**config.mk**
```make
export PLATFORM = sky130hd
export DESIGN_NAME = fft_stream_ctrl_flat
export DESIGN_NICKNAME = d
export VERILOG_FILES = /design/src/rtl/fft_stream_ctrl_pkg.sv /design/src/rtl/fft_stream_ctrl_if.sv /design/src/rtl/fft_stream_ctrl_frame_counter.sv /design/src/rtl/fft_stream_ctrl.sv /design/src/flat_wrapper.sv
export SDC_FILE = /design/constraint.sdc
export NUM_CORES = 1
export LEC_CHECK = 0
export ABC_AREA = 1
export BUFFER_PORTS_ARGS = -buffer_cell sky130_fd_sc_hd__buf_2
export CAP_MARGIN = 20
export CORE_MARGIN = 2
export CORE_UTILIZATION = 36
export CTS_CLUSTER_DIAMETER = 200
export DETAILED_ROUTE_END_ITERATION = 8
export PLACE_DENSITY = 0.69
export SYNTH_ARGS = -nofsm -noshare
export SYNTH_HDL_FRONTEND = slang
export SYNTH_SLANG_ARGS = --single-unit
export TNS_END_PERCENT = 20
```
**constraint.sdc**
```tcl
create_clock -name clk -period 3.3 [get_ports clk]
set_clock_uncertainty 0.2 [all_clocks]
set_input_delay 0.33 -clock clk [delete_from_list [all_inputs] [get_ports clk]]
set_output_delay 0.33 -clock clk [all_outputs]
set_load 0.01 [all_outputs]
```
**src/rtl/fft_stream_ctrl_pkg.sv**
```systemverilog
// Shared types and config-word layout for the streaming FFT control front-end.
package fft_ctrl_pkg;

   typedef enum logic [1:0] {
      CFG,
      IDLE,
      FRAME
   } state_t;

   localparam int NFFT_LSB  = 0;
   localparam int INV_BIT   = 8;
   localparam int SCALE_LSB = 9;

   // Caller slices the result down to the core's config width.
   function automatic logic [63:0] pack_cfg(input logic [7:0]  nfft,
                                            input logic        inv,
                                            input logic [31:0] scale);
      pack_cfg = (64'(scale) << SCALE_LSB) | (64'(inv) << INV_BIT) | (64'(nfft) << NFFT_LSB);
   endfunction

endpackage

```
**src/rtl/fft_stream_ctrl_if.sv**
```systemverilog
// Valid/ready stream bundle used for every channel of the FFT front-end.
interface fft_stream_ctrl_if #(parameter int DW = 32);

   logic [DW-1:0] tdata;
   logic          tvalid;
   logic          tready;
   logic          tlast;

   modport master (output tdata, output tvalid, output tlast, input tready);
   modport slave  (input tdata, input tvalid, input tlast, output tready);

endinterface

```
**src/rtl/fft_stream_ctrl_frame_counter.sv**
```systemverilog
// Beat counter with programmable terminal count; wraps on terminal or forced wrap.
module fft_frame_counter #(
   parameter int W = 12
) (
   input  logic         clk,
   input  logic         rst,
   input  logic         i_beat,
   input  logic         i_wrap,
   input  logic [W-1:0] i_term,
   output logic [W-1:0] o_count,
   output logic         o_last,
   output logic         o_done
);

   logic [W-1:0] r_count;

   assign o_count = r_count;
   assign o_last  = (r_count == i_term);
   assign o_done  = i_beat & (o_last | i_wrap);

   always_ff @(posedge clk) begin
      if (rst) begin
         r_count <= '0;
      end else if (o_done) begin
         r_count <= '0;
      end else if (i_beat) begin
         r_count <= r_count + W'(1);
      end
   end

endmodule

```
**src/rtl/fft_stream_ctrl.sv**
```systemverilog
// Control front-end for the streaming FFT core: config channel, input tlast
// generation, output bin indexing, frame counters and output length checking.
module fft_stream_ctrl
   import fft_ctrl_pkg::*;
#(
   parameter int DATA_IN_WIDTH  = 32,
   parameter int DATA_OUT_WIDTH = 48,
   parameter int NFFT_MIN_LOG2  = 3,
   parameter int NFFT_MAX_LOG2  = 12,
   parameter int SCALE_WIDTH    = 12,
   parameter int CFG_WIDTH      = 24,
   parameter int CNT_WIDTH      = 16
) (
   input  logic                     clk,
   input  logic                     rst,
   input  logic [4:0]               cfg_nfft_log2,
   input  logic                     cfg_inverse,
   input  logic [SCALE_WIDTH-1:0]   cfg_scale,
   input  logic                     cfg_req,
   output logic                     cfg_busy,
   output logic                     rst_done,
   fft_stream_ctrl_if.slave         s_data,
   fft_stream_ctrl_if.master        core_cfg,
   fft_stream_ctrl_if.master        core_din,
   fft_stream_ctrl_if.slave         core_dout,
   fft_stream_ctrl_if.master        m_data,
   output logic [NFFT_MAX_LOG2-1:0] m_data_index,
   output logic [CNT_WIDTH-1:0]     frames_in,
   output logic [CNT_WIDTH-1:0]     frames_out,
   output logic                     len_err
);

   state_t                   r_state;
   logic                     r_cfg_valid;
   logic                     r_rst_done;
   logic                     r_pend;
   logic [4:0]               r_pend_nfft;
   logic                     r_pend_inv;
   logic [SCALE_WIDTH-1:0]   r_pend_scale;
   logic [4:0]               r_nfft;
   logic                     r_inv;
   logic [SCALE_WIDTH-1:0]   r_scale;
   logic [CNT_WIDTH-1:0]     r_frames_in;
   logic [CNT_WIDTH-1:0]     r_frames_out;
   logic                     r_len_err;

   logic [4:0]               w_req_nfft;
   logic [NFFT_MAX_LOG2-1:0] w_term;
   logic                     w_apply;
   logic                     w_en;
   logic                     w_in_beat;
   logic                     w_in_last;
   logic                     w_in_done;
   logic [NFFT_MAX_LOG2-1:0] w_in_count;
   logic                     w_out_beat;
   logic                     w_out_last;
   logic                     w_out_done;
   logic [63:0]              w_cfg_word;
   logic [DATA_IN_WIDTH-1:0] w_din;
   logic [DATA_OUT_WIDTH-1:0] w_dout;
   logic                     w_unused;

   always_comb begin
      w_req_nfft = cfg_nfft_log2;
      if (cfg_nfft_log2 < 5'(NFFT_MIN_LOG2)) begin
         w_req_nfft = 5'(NFFT_MIN_LOG2);
      end else if (cfg_nfft_log2 > 5'(NFFT_MAX_LOG2)) begin
         w_req_nfft = 5'(NFFT_MAX_LOG2);
      end
   end

   assign w_term     = ~({NFFT_MAX_LOG2{1'b1}} << r_nfft);
   // A pending config is only applied once every input frame has come back out.
   assign w_apply    = (r_state == IDLE) && r_pend && (r_frames_in == r_frames_out);
   assign w_en       = ((r_state == IDLE) && !w_apply) || (r_state == FRAME);
   assign w_in_beat  = s_data.tvalid & core_din.tready & w_en;
   assign w_out_beat = core_dout.tvalid & m_data.tready;

   assign w_cfg_word     = pack_cfg(8'(r_nfft), r_inv, 32'(r_scale));
   assign core_cfg.tdata  = w_cfg_word[CFG_WIDTH-1:0];
   assign core_cfg.tvalid = r_cfg_valid;
   assign core_cfg.tlast  = 1'b0;

   assign w_din           = s_data.tdata;
   assign core_din.tdata  = w_din;
   assign core_din.tvalid = s_data.tvalid & w_en;
   assign core_din.tlast  = w_in_last;
   assign s_data.tready   = core_din.tready & w_en;

   assign w_dout           = core_dout.tdata;
   assign m_data.tdata     = w_dout;
   assign m_data.tvalid    = core_dout.tvalid;
   assign m_data.tlast     = core_dout.tlast;
   assign core_dout.tready = m_data.tready;

   assign cfg_busy   = r_pend | (r_state == CFG);
   assign rst_done   = r_rst_done;
   assign frames_in  = r_frames_in;
   assign frames_out = r_frames_out;
   assign len_err    = r_len_err;

   assign w_unused = &{1'b0, s_data.tlast, w_cfg_word[63:CFG_WIDTH], w_in_count, w_out_done};

   fft_frame_counter #(.W(NFFT_MAX_LOG2)) u_in_cnt (
      .clk     (clk),
      .rst     (rst),
      .i_beat  (w_in_beat),
      .i_wrap  (1'b0),
      .i_term  (w_term),
      .o_count (w_in_count),
      .o_last  (w_in_last),
      .o_done  (w_in_done)
   );

   fft_frame_counter #(.W(NFFT_MAX_LOG2)) u_out_cnt (
      .clk     (clk),
      .rst     (rst),
      .i_beat  (w_out_beat),
      .i_wrap  (core_dout.tlast),
      .i_term  (w_term),
      .o_count (m_data_index),
      .o_last  (w_out_last),
      .o_done  (w_out_done)
   );

   always_ff @(posedge clk) begin
      if (rst) begin
         r_state      <= CFG;
         r_cfg_valid  <= 1'b0;
         r_rst_done   <= 1'b0;
         r_pend       <= 1'b0;
         r_pend_nfft  <= '0;
         r_pend_inv   <= 1'b0;
         r_pend_scale <= '0;
         r_nfft       <= 5'(NFFT_MAX_LOG2);
         r_inv        <= 1'b0;
         r_scale      <= '0;
         r_frames_in  <= '0;
         r_frames_out <= '0;
         r_len_err    <= 1'b0;
      end else begin
         case (r_state)
            CFG: begin
               if (r_cfg_valid && core_cfg.tready) begin
                  r_cfg_valid <= 1'b0;
                  r_rst_done  <= 1'b1;
                  r_state     <= IDLE;
               end else begin
                  r_cfg_valid <= 1'b1;
               end
            end
            IDLE: begin
               if (w_apply) begin
                  r_nfft      <= r_pend_nfft;
                  r_inv       <= r_pend_inv;
                  r_scale     <= r_pend_scale;
                  r_pend      <= 1'b0;
                  r_cfg_valid <= 1'b1;
                  r_state     <= CFG;
               end else if (s_data.tvalid) begin
                  r_state <= FRAME;
               end
            end
            FRAME: begin
               if (w_in_done) begin
                  r_state <= IDLE;
               end
            end
            default: r_state <= CFG;
         endcase

         // Placed after the apply so a request in the same cycle stays pending.
         if (cfg_req) begin
            r_pend       <= 1'b1;
            r_pend_nfft  <= w_req_nfft;
            r_pend_inv   <= cfg_inverse;
            r_pend_scale <= cfg_scale;
         end

         if (w_in_done) begin
            r_frames_in <= r_frames_in + CNT_WIDTH'(1);
         end
         if (w_out_beat && core_dout.tlast) begin
            r_frames_out <= r_frames_out + CNT_WIDTH'(1);
         end
         if (w_out_beat && (core_dout.tlast != w_out_last)) begin
            r_len_err <= 1'b1;
         end
      end
   end

endmodule

```
**src/flat_wrapper.sv**
```systemverilog
// flat-port wrapper written by rule: the top's interface ports become plain ports
module fft_stream_ctrl_flat import fft_ctrl_pkg::*;
#(
   parameter int DATA_IN_WIDTH  = 32,
   parameter int DATA_OUT_WIDTH = 48,
   parameter int NFFT_MIN_LOG2  = 3,
   parameter int NFFT_MAX_LOG2  = 12,
   parameter int SCALE_WIDTH    = 12,
   parameter int CFG_WIDTH      = 24,
   parameter int CNT_WIDTH      = 16
)
  (clk, rst, cfg_nfft_log2, cfg_inverse, cfg_scale, cfg_req, cfg_busy, rst_done, m_data_index, frames_in, frames_out, len_err, s_data_tdata, s_data_tvalid, s_data_tlast, s_data_tready, core_cfg_tdata, core_cfg_tvalid, core_cfg_tlast, core_cfg_tready, core_din_tdata, core_din_tvalid, core_din_tlast, core_din_tready, core_dout_tdata, core_dout_tvalid, core_dout_tlast, core_dout_tready, m_data_tdata, m_data_tvalid, m_data_tlast, m_data_tready);
  fft_stream_ctrl_if #(.DW((32))) s_data_i ();
  fft_stream_ctrl_if #(.DW((24))) core_cfg_i ();
  fft_stream_ctrl_if #(.DW((32))) core_din_i ();
  fft_stream_ctrl_if #(.DW((48))) core_dout_i ();
  fft_stream_ctrl_if #(.DW((48))) m_data_i ();
  input  logic clk;
  input  logic rst;
  input  logic [4:0] cfg_nfft_log2;
  input  logic cfg_inverse;
  input  logic [SCALE_WIDTH-1:0] cfg_scale;
  input  logic cfg_req;
  output logic cfg_busy;
  output logic rst_done;
  output logic [NFFT_MAX_LOG2-1:0] m_data_index;
  output logic [CNT_WIDTH-1:0] frames_in;
  output logic [CNT_WIDTH-1:0] frames_out;
  output logic len_err;
  input wire logic [$bits(s_data_i.tdata)-1:0] s_data_tdata;
  input wire logic [$bits(s_data_i.tvalid)-1:0] s_data_tvalid;
  input wire logic [$bits(s_data_i.tlast)-1:0] s_data_tlast;
  output wire logic [$bits(s_data_i.tready)-1:0] s_data_tready;
  output wire logic [$bits(core_cfg_i.tdata)-1:0] core_cfg_tdata;
  output wire logic [$bits(core_cfg_i.tvalid)-1:0] core_cfg_tvalid;
  output wire logic [$bits(core_cfg_i.tlast)-1:0] core_cfg_tlast;
  input wire logic [$bits(core_cfg_i.tready)-1:0] core_cfg_tready;
  output wire logic [$bits(core_din_i.tdata)-1:0] core_din_tdata;
  output wire logic [$bits(core_din_i.tvalid)-1:0] core_din_tvalid;
  output wire logic [$bits(core_din_i.tlast)-1:0] core_din_tlast;
  input wire logic [$bits(core_din_i.tready)-1:0] core_din_tready;
  input wire logic [$bits(core_dout_i.tdata)-1:0] core_dout_tdata;
  input wire logic [$bits(core_dout_i.tvalid)-1:0] core_dout_tvalid;
  input wire logic [$bits(core_dout_i.tlast)-1:0] core_dout_tlast;
  output wire logic [$bits(core_dout_i.tready)-1:0] core_dout_tready;
  output wire logic [$bits(m_data_i.tdata)-1:0] m_data_tdata;
  output wire logic [$bits(m_data_i.tvalid)-1:0] m_data_tvalid;
  output wire logic [$bits(m_data_i.tlast)-1:0] m_data_tlast;
  input wire logic [$bits(m_data_i.tready)-1:0] m_data_tready;
  assign s_data_i.tdata = s_data_tdata;
  assign s_data_i.tvalid = s_data_tvalid;
  assign s_data_i.tlast = s_data_tlast;
  assign s_data_tready = s_data_i.tready;
  assign core_cfg_tdata = core_cfg_i.tdata;
  assign core_cfg_tvalid = core_cfg_i.tvalid;
  assign core_cfg_tlast = core_cfg_i.tlast;
  assign core_cfg_i.tready = core_cfg_tready;
  assign core_din_tdata = core_din_i.tdata;
  assign core_din_tvalid = core_din_i.tvalid;
  assign core_din_tlast = core_din_i.tlast;
  assign core_din_i.tready = core_din_tready;
  assign core_dout_i.tdata = core_dout_tdata;
  assign core_dout_i.tvalid = core_dout_tvalid;
  assign core_dout_i.tlast = core_dout_tlast;
  assign core_dout_tready = core_dout_i.tready;
  assign m_data_tdata = m_data_i.tdata;
  assign m_data_tvalid = m_data_i.tvalid;
  assign m_data_tlast = m_data_i.tlast;
  assign m_data_i.tready = m_data_tready;
  fft_stream_ctrl #(.DATA_IN_WIDTH(DATA_IN_WIDTH), .DATA_OUT_WIDTH(DATA_OUT_WIDTH), .NFFT_MIN_LOG2(NFFT_MIN_LOG2), .NFFT_MAX_LOG2(NFFT_MAX_LOG2), .SCALE_WIDTH(SCALE_WIDTH), .CFG_WIDTH(CFG_WIDTH), .CNT_WIDTH(CNT_WIDTH)) u_core (.clk(clk), .rst(rst), .cfg_nfft_log2(cfg_nfft_log2), .cfg_inverse(cfg_inverse), .cfg_scale(cfg_scale), .cfg_req(cfg_req), .cfg_busy(cfg_busy), .rst_done(rst_done), .s_data(s_data_i), .core_cfg(core_cfg_i), .core_din(core_din_i), .core_dout(core_dout_i), .m_data(m_data_i), .m_data_index(m_data_index), .frames_in(frames_in), .frames_out(frames_out), .len_err(len_err));
endmodule
```
==> impl_metrics.toml, run 1 <==
[run_status]
status = "complete, no violations"

[route]
drc = 0
vias = 5142
wl_per_cell_microns = 12.7
vias_per_cell = 4.77
detail_route.iter0.violations = 280
routed_wl_mm = 13.7
ant_nets = 0
firstDrtPassIters = 5

[cts]
htree_levels = 3
cts_buffers = 9
clockBufferDepth = 2
cts_root_buf = "clkbuf_16"
tritoncts = "done"
post_cts_resized = 0
insertion_delay_ns = 0.36
cts.sink_count = 98
clk_pin_slew_ns = 0.07

[timing]
setup_viol = 0
max_freq_mhz = 344
slew_violations = 0
tightest_slew_ns = 0.595
relSlewSlack_pct = 60.0
hold_viol = 0
post-route-min-period_ns = 2.91
fin_crit_sh_pct = 88.2
hold_slack_ns = 0.00869
tns_ns = 0
rsz0062_at_grt = "false"

[hold_path]
hold_path_class = "in -> reg"
hold_start = "cfg_scale[0]"

[placed_design]
dp_hpwl_mm = 9.95
portBuffers = 98
globalplace.congestion = 0.912

[global_route]
grtUsageTotal_pct = 16.6
grt_max_degree = 51
grt-ovfl-total = 0
grt_antenna_before_repair = 0
grt_pass1_wl_mm = 22.6
grt_pass1_vias = 4682

[yosys]
yosysWarningCount = 0
synthTopCellsByArea = "dfxtp_1 (34%), buf_4 (12%), nand2_1 (10%), nor2_1 (6.4%), inv_1 (5.4%)"
yosysSeqAreaShare_pct = 34.3
async_flop_share_pct = 0
avgSynthCellArea_sq_um = 6.83
yosys.area.top_type = "dfxtp_1"
synth_area_sq_um = 5720
synth_top_area_share_pct = 34.3
synthCells = 838
synth.distinct_cells = 35
synth-seq-cells = 98
ys.flop_type = "dfxtp_1"
synth_edf_count = 0

[power]
leakagePower_nw = 2.60
powerDensity_nw_per_um2 = 436
p_int_w = 0.00194
power.share.clock_pct = 42.2
swShare_pct = 28.1
seqPwrFrac_pct = 46.4
vdd_drop_max_v = 0.000283
p_sw_w = 0.000759
comb_power_share_pct = 11.3

[die]
ios = 267
die_x_microns = 130
die_area_sq_um = 16900
coreArea_sq_um = 15700
start_util_pct = 36.4
die_y_microns = 130
placementRows = 46

[critical_path]
arrival_ns = 2.38
end_kind = "output pin"
cp-start-kind = "flip-flop"
rr_startpoint = "u_core.r_nfft[3]$_SDFFE_PP1P_"
critPathLaunch = "u_core.r_nfft[3]$_SDFFE_PP1P_"
criticalPathCategory = "reg -> out"
required_ns = 2.77
cp_max_fo = 12

[finish]
drive_gt1_share_pct = 15.6
fin_nets = 969
nFillCells = 1679
final_cell_mix = "nand2_1 (155), nor2_1 (98), buf_2 (98), dfxtp_1 (98), inv_1 (83)"
n_antenna_cell = 0
syn_to_final_growth_pct = 8.24
final_common_cell = "nand2_1"

[flow_run]
max_cap_violations = 0
==> layout make-up <==
cell class / instances / area [sq um] / share of cell area (%)
flip-flops and latches: 98 / 1960 / 31.7
repair buffers: 117 / 663 / 10.7
multi-input cells: 542 / 2650 / 42.8
well taps: 216 / 270 / 4.36
inverters: 88 / 330 / 5.33
clock buffers: 9 / 225 / 3.64
clock inverters: 7 / 93.8 / 1.51
==> cell usage after synthesis (4+ instances only) <==
| cell | n |
|---|---|
| nand2_1 | 155 |
| nand3_1 | 51 |
| clkbuf_1 | 16 |
| o21ai_0 | 55 |
| nor2_1 | 98 |
| buf_4 | 95 |
| dfxtp_1 | 98 |
| a21oi_1 | 62 |
| xor2_1 | 30 |
| inv_2 | 4 |
| xnor2_1 | 4 |
| inv_1 | 83 |
| nor3_1 | 23 |
| nand4_1 | 28 |
| ha_1 | 5 |
==> metrics by stage <==
stage          power (W)  utilization [%]  instances  setup WS, ns  instance area, sq um
4_1_cts          0.00273             39.4       1077         0.344                  6190
3_3_place_gp     0.00157             36.6       1049         0.710                  5760
3_5_place_dp     0.00157             36.6       1049         0.626                  5760
6_report         0.00270             39.4       1077         0.389                  6190
2_1_floorplan    0.00159                -        844         0.941                  5750
5_1_grt          0.00283             39.4       1077         0.220                  6190
==> critical path, stage by stage (launching register included) <==
cell and delay (ns):
dfxtp_1 0.34, nor2_4 0.31, nand3_2 0.19, nor2_1 0.22
nand2_1 0.08, a21oi_1 0.15, nand2_1 0.10, nor2_4 0.26
buf_4 0.22, buf_2 0.15
==> cell families (layout without fill, tap and decap cells) <==
logic type	after synthesis	count (layout)	share of synthesized area (%)
AND/OR/NAND/NOR	367	367	27.9
buffers and inverters	204	221	19.8
AO/OA/AOI/OAI	129	129	11.7
flip-flops	98	98	34.3
XOR/XNOR	34	34	5.20
adder cells (fa/ha/maj)	5	5	1.09
other	1	7	0.0655
==> power by group through the flow <==
stage / Clock (W) / Sequential [W] / Combinational [W]
detailed placement: 0 / 0.00128 / 0.000295
CTS: 0.00117 / 0.00125 / 0.000306
floorplan: 0 / 0.00128 / 0.000303
global route: 0.00122 / 0.00126 / 0.000350
finish: 0.00114 / 0.00125 / 0.000306
global placement: 0 / 0.00128 / 0.000291
==> registers in the layout, indices dropped and copies added (netlist names), 2 cells and up <==
signal / flops
u_core.r_state: 2
u_core.frames_in: 16
u_core.r_nfft: 5
u_core.r_scale: 12
u_core.r_pend_nfft: 5
u_core.u_in_cnt.o_count: 12
u_core.frames_out: 16
u_core.u_out_cnt.o_count: 12
u_core.r_pend_scale: 12
==> routing by layer <==
metal	routed length [microns]	track usage (%)
met1	6540	21.9
met2	5930	25.9
met3	960	4.47
met4	274	6.58
met5	0	0
==> worst paths after layout <==
kind	to	slack (ns)	cells past startpoint
max	core_din_tlast	0.39	9
min reg2reg	u_core.r_pend_nfft[4]$_SDFFE_PP0P_	0.24	2
min	u_core.r_pend_scale[0]$_SDFFE_PP0P_	0.009	3
max reg2reg	u_core.u_in_cnt.o_count[11]$_SDFFE_PP0P_	0.67	10
==> what timing repair did <==
item | CTS | global route
hold endpoints to repair | 12 | 0
buffers inserted | 0 | 0
hold buffers | 12 | 0
No activity file was read; power rests on OpenSTA's default activity.
==> run 2, diff against run 1 <==
--- a/config.mk
+++ b/config.mk
@@ -8,6 +8,7 @@
 export ABC_AREA = 1
 export BUFFER_PORTS_ARGS = -buffer_cell sky130_fd_sc_hd__buf_2
 export CAP_MARGIN = 20
+export CORE_ASPECT_RATIO = 0.7
 export CORE_MARGIN = 2
 export CORE_UTILIZATION = 36
 export CTS_CLUSTER_DIAMETER = 200
==> run 2 against run 1 <==
Clock-buffer cell count is 1 higher. Critical path depth grew 4. Utilization fell by 0.49 points. Fmax is 4.8% higher. Clock power is 11% lower. Sequential power is essentially flat. Final cell count shrank 2.4%. Combinational power about the same. Sequential share of layout area rose by 0.84 points. Non-clock buffer count is 9 lower. Die area is essentially flat. Power shrank 4.2%. Critical path type unchanged.
==> impl_metrics.toml, run 2 (synthesized netlist as in run 1, its figures left out) <==
[die]
placementRows = 38
die_x_microns = 155
start_util_pct = 36.9
coreArea_sq_um = 15500
die_y_microns = 109
ios = 267
die_area_sq_um = 16900

[critical_path]
cp-start-kind = "flip-flop"
rr_worst_depth = 10
r2r-end = "u_core.u_in_cnt.o_count[5]$_SDFFE_PP0P_"
end_kind = "output pin"
rr_startpoint = "u_core.r_nfft[3]$_SDFFE_PP1P_"
criticalPathCategory = "reg -> out"
ff2ff_setup_slack_ns = 0.65
arrival_ns = 2.25
cp_max_fo = 19
required_ns = 2.77

[power]
leakagePower_nw = 2.55
vdd_drop_max_v = 0.000214
swShare_pct = 26.4
powerDensity_nw_per_um2 = 428
seqPwrFrac_pct = 48.5
power.total_w = 0.00258
p_int_w = 0.00190
power.share.clock_pct = 39.6
comb_power_share_pct = 11.9
p_sw_w = 0.000684

[finish]
final_common_cell = "nand2_1"
nFillCells = 1673
drive_gt1_share_pct = 15.8
syn_to_final_growth_pct = 5.44
final_cell_mix = "nand2_1 (155), nor2_1 (98), buf_2 (98), dfxtp_1 (98), inv_1 (83)"
fin_nets = 960

[route]
drc = 0
detail_route.iter0.violations = 450
routed_wl_mm = 14.5
vias = 5147
vias_per_cell = 4.90
wl_per_cell_microns = 13.8
ant_nets = 0
firstDrtPassIters = 5

[placed_design]
portBuffers = 98
dp_hpwl_mm = 10.6
globalplace.congestion = 0.929

[hold_path]
hold_path_class = "in -> reg"
hold_start = "cfg_scale[6]"
worstHoldEndpoint = "u_core.r_pend_scale[6]$_SDFFE_PP0P_"
hold_depth = 3

[cts]
hold_buffers = 0
post_cts_resized = 0
cts_buffers = 9
clockBufferDepth = 2
post_cts_buffers = 0
tritoncts = "done"
insertion_delay_ns = 0.34
cts.sink_count = 98
clk_pin_slew_ns = 0.07
cts_root_buf = "clkbuf_16"
htree_levels = 3

[timing]
tns_ns = 0
fin_crit_sh_pct = 84.1
slew_violations = 0
rsz0062_at_grt = "false"
max_freq_mhz = 360
relSlewSlack_pct = 39.9
post-route-min-period_ns = 2.78
hold_viol = 0
tightest_slew_ns = 0.900
setup_viol = 0

[global_route]
grt_pass1_wl_mm = 23.3
grt_antenna_before_repair = 0
grt-ovfl-total = 0
grt_pass1_vias = 4556
grtUsageTotal_pct = 17.1
grt_max_degree = 36

[flow_run]
max_cap_violations = 0

[run_status]
status = "complete, no violations"
-- run 2: changes by cell type in the layout (fill, tap and decap cells not counted) --
cell	change
clkinv_2	+3
clkinv_8	-1
clkinvlp_4	-1
diode_2	+1
clkbuf_1	+1
inv_8	-2
inv_6	-2
buf_4	+3
dlygate4sd3_1	-12
-- run 2: worst max-delay path: stages (launching register included) --
cell     delay, ns
dfxtp_1       0.46
inv_1         0.12
nand2_1       0.07
nand2_1       0.05
nor2_1        0.09
nand2_1       0.05
nor2_1        0.20
nand3_1       0.16
nand2_1       0.13
nand2_1       0.07
buf_4         0.21
inv_1         0.09
nor2_1        0.04
buf_2         0.13
-- run 2: cell type report --
cell class | count | area, sq um | share of cell area, %
clock buffer | 10 | 229 | 3.79
inverter | 88 | 330 | 5.47
clock inverter | 4 | 45.0 | 0.746
timing repair buffer | 108 | 566 | 9.37
multi-input combinational | 542 | 2650 | 43.9
tap | 200 | 250 | 4.15
sequential | 98 | 1960 | 32.5
antenna | 1 | 2.50 | 0.0415
-- run 2: worst max-delay path by stage --
stage,from,end,slack (ns),cells after the start
2_1_floorplan,u_core.r_nfft[4]$_SDFFE_PP0P_,u_core.u_out_cnt.o_count[7]$_SDFFE_PP0P_,0.94,12
3_3_place_gp,u_core.r_nfft[3]$_SDFFE_PP1P_,u_core.u_out_cnt.o_count[6]$_SDFFE_PP0P_,0.76,13
3_5_place_dp,u_core.r_nfft[3]$_SDFFE_PP1P_,u_core.u_in_cnt.o_count[7]$_SDFFE_PP0P_,0.70,10
4_1_cts,u_core.frames_in[0]$_SDFFE_PP0P_,s_data_tready,0.54,13
5_1_grt,u_core.frames_in[4]$_SDFFE_PP0P_,s_data_tready,0.34,13
6_report,u_core.frames_in[0]$_SDFFE_PP0P_,s_data_tready,0.52,13
-- run 2: per-stage QoR --
step                      worst slack (ns)  cell area, sq um  util [%]  hold slack [ns]  instances
after floorplan                      0.941              5750         -            0.216        844
after global placement               0.764              5760      37.1            0.225       1036
after detailed placement             0.702              5760      37.1            0.228       1036
after CTS                            0.543              6030      38.9         0.000471       1050
after global routing                 0.338              6030      38.9          0.00423       1050
final                                0.523              6030      38.9          0.00706       1051
-- run 2: power by group through the flow --
stage	Combinational [W]	Clock [W]	Sequential, W
finish	0.000308	0.00102	0.00125
global route	0.000350	0.00109	0.00126
CTS	0.000308	0.00105	0.00125
detailed placement	0.000307	0	0.00128
global placement	0.000305	0	0.00128
floorplan	0.000303	0	0.00128
-- run 2: layer usage --
metal | wire [microns] | GRT usage, % | vias up
li1 | - | - | 2621
met1 | 7530 | 25.3 | 2304
met2 | 5400 | 22.9 | 211
met3 | 1470 | 7.21 | 11
met4 | 85 | 3.17 | 0
met5 | 0 | 0 | -
==> run 3, diff against run 2 <==
--- a/config.mk
+++ b/config.mk
@@ -13,7 +13,7 @@
 export CORE_UTILIZATION = 36
 export CTS_CLUSTER_DIAMETER = 200
 export DETAILED_ROUTE_END_ITERATION = 8
-export PLACE_DENSITY = 0.69
+export PLACE_DENSITY = 0.72
 export SYNTH_ARGS = -nofsm -noshare
 export SYNTH_HDL_FRONTEND = slang
 export SYNTH_SLANG_ARGS = --single-unit
==> constraint.sdc (replaced) <==
create_clock -name clk -period 2.4 [get_ports clk]
set_clock_uncertainty 0.2 [all_clocks]
set_input_delay 0.24 -clock clk [delete_from_list [all_inputs] [get_ports clk]]
set_output_delay 0.24 -clock clk [all_outputs]
set_load 0.01 [all_outputs]
==> run 3 against run 2 <==
Sequential power grew 38%. Via count up 5.8%. Setup slack got worse by 0.46 ns. Sequential share of layout area decreased by 2.8 points. Clock-buffer cell count fell by 1. Clock power increased by 39%. Power up 42%.
==> impl_metrics.toml, run 3 (synthesized netlist as in run 1, its figures left out) <==
[run_status]
status = "complete, no violations"

[power]
p_int_w = 0.00261
vdd_drop_max_v = 0.000343
power.share.clock_pct = 38.6
p_sw_w = 0.00106
comb_power_share_pct = 14.6
leakagePower_nw = 2.88
power.total_w = 0.00367
swShare_pct = 28.8
powerDensity_nw_per_um2 = 540
seqPwrFrac_pct = 46.8

[finish]
fin_nets = 1015
n_antenna_cell = 0
syn_to_final_growth_pct = 18.7
final_common_cell = "nand2_1"
layoutNonFillerInstCount = 1107
drive_gt1_share_pct = 26.1
final_cell_mix = "nand2_1 (149), buf_2 (97), nor2_1 (90), inv_1 (75), dfxtp_1 (73)"

[global_route]
grt-ovfl-total = 0
grtUsageTotal_pct = 18.0
grt_max_degree = 27
grt_pass1_vias = 4821
grt_pass1_wl_mm = 24.6
grt_antenna_before_repair = 1

[critical_path]
arrival_ns = 1.90
rr_worst_depth = 11
crit_family = "simple AND/OR/NAND/NOR gates"
cp_num_buf_inv = 4
cp-start-kind = "flip-flop"
critPathLaunch = "u_core.r_nfft[4]$_SDFFE_PP0P_"
ff2ff_setup_slack_ns = 0.12
required_ns = 1.96
crit_cells = 10
r2r-end = "u_core.u_out_cnt.o_count[10]$_SDFFE_PP0P_"
cpPeakStageDelay_ns = 0.37
crit_chain = "nor2_4, buf_12, inv_4, nand2_4, nand2_1, a21oi_2, nand3_2, nor2_4, buf_6, buf_6"
rr_startpoint = "u_core.r_nfft[4]$_SDFFE_PP0P_"
end_kind = "output pin"
criticalPathCategory = "reg -> out"
cp_max_fo = 7
slowest_stage = "dfxtp_4"
crit_end = "core_din_tlast"

[route]
vias_per_cell = 4.92
firstDrtPassIters = 5
drc = 0
vias = 5448
routed_wl_mm = 15.6
wl_per_cell_microns = 14.1
ant_nets = 0
detail_route.iter0.violations = 340

[flow_run]
max_cap_violations = 0

[die]
die_x_microns = 155
ios = 267
die_area_sq_um = 16900
coreArea_sq_um = 15500
start_util_pct = 36.9
placementRows = 38
die_y_microns = 109

[placed_design]
dp_hpwl_mm = 11.3
dp.cells = 1055
portBuffers = 98
globalplace.congestion = 0.959
dpl_worst_slack_ns = 0.0418

[cts]
clockBufferDepth = 2
cts_buffers = 9
tritoncts = "done"
cts_root_buf = "clkbuf_16"
htree_levels = 3
clk_pin_slew_ns = 0.07
cts.sink_count = 98
insertion_delay_ns = 0.34

[timing]
post-route-min-period_ns = 2.34
hold_viol = 0
slew_violations = 0
fin_crit_sh_pct = 97.4
rsz0062_at_grt = "true"
fin_ws_ns = 0.0623
hold_slack_ns = 0.0103
tightest_slew_ns = 0.601
relSlewSlack_pct = 59.6
max_freq_mhz = 428
setup_viol = 0

[hold_path]
hold_depth = 3
hold_path_class = "in -> reg"
run 3: cell types whose count changed in the layout (fill, tap and decap cells not counted), sizes merged, moves of 2 or more:
| cell | change |
|---|---|
| buf | +35 |
| clkinvlp | +2 |
| dlygate4sd3 | +20 |
| inv | +3 |
run 3: how the worst min path moves through the flow:
stage	from	endpoint	slack [ns]
finish	cfg_nfft_log2[3]	u_core.r_pend_nfft[3]$_SDFFE_PP0P_	0.01
detailed placement	u_core.r_pend_nfft[4]$_SDFFE_PP0P_	u_core.r_pend_nfft[4]$_SDFFE_PP0P_	0.23
floorplan	cfg_inverse	u_core.r_pend_inv$_SDFFE_PP0P_	0.17
CTS	cfg_nfft_log2[3]	u_core.r_pend_nfft[3]$_SDFFE_PP0P_	0.0005
global placement	u_core.r_pend_nfft[4]$_SDFFE_PP0P_	u_core.r_pend_nfft[4]$_SDFFE_PP0P_	0.23
global route	cfg_nfft_log2[3]	u_core.r_pend_nfft[3]$_SDFFE_PP0P_	0.04
run 3: power groups by stage:
stage	Combinational [W]	Sequential (W)	Clock [W]
final	0.000537	0.00172	0.00142
after global routing	0.000594	0.00172	0.00151
after CTS	0.000485	0.00172	0.00145
after detailed placement	0.000429	0.00176	0
after global placement	0.000428	0.00176	0
after floorplan	0.000417	0.00177	0
run 3: area by class of cell:
cell class	instances	area, sq um
clock buffers	9	225
repair buffers	163	1090
clock inverters	7	62.6
inverters	88	337
flip-flops and latches	98	2020
multi-input cells	542	2820
fillers	1549	8710
well taps	200	250
run 3: metrics by stage:
step / cell area, sq um / utilization, % / TNS [ns]
floorplan: 5750 / - / 0
finish: 6790 / 43.8 / 0
detailed placement: 5910 / 38.1 / 0
global route: 6790 / 43.8 / -0.234
CTS: 6530 / 42.2 / -0.00339
global placement: 5910 / 38.1 / 0
run 3: timing repair:
item,in CTS,in global routing
hold buffers,20,0
setup endpoints to repair,3,26
hold endpoints to repair,17,0
gates resized for setup,33,62
setup buffers,5,11
pin swaps,5,20
run 3: tightest hold or removal path, stage by stage:
cell,delay [ns]
buf_2,0.09
nor2_1,0.06
a21oi_1,0.13
run 3: routing by layer:
metal  vias to the layer above  part of all wire (%)  GRT usage [%]
met5                         -                     0           1.19
met4                         0                  0.74           3.77
met3                        11                   8.5           5.87
met2                       205                    40           25.8
met1                      2497                    50           26.2
li1                       2735                     -              -
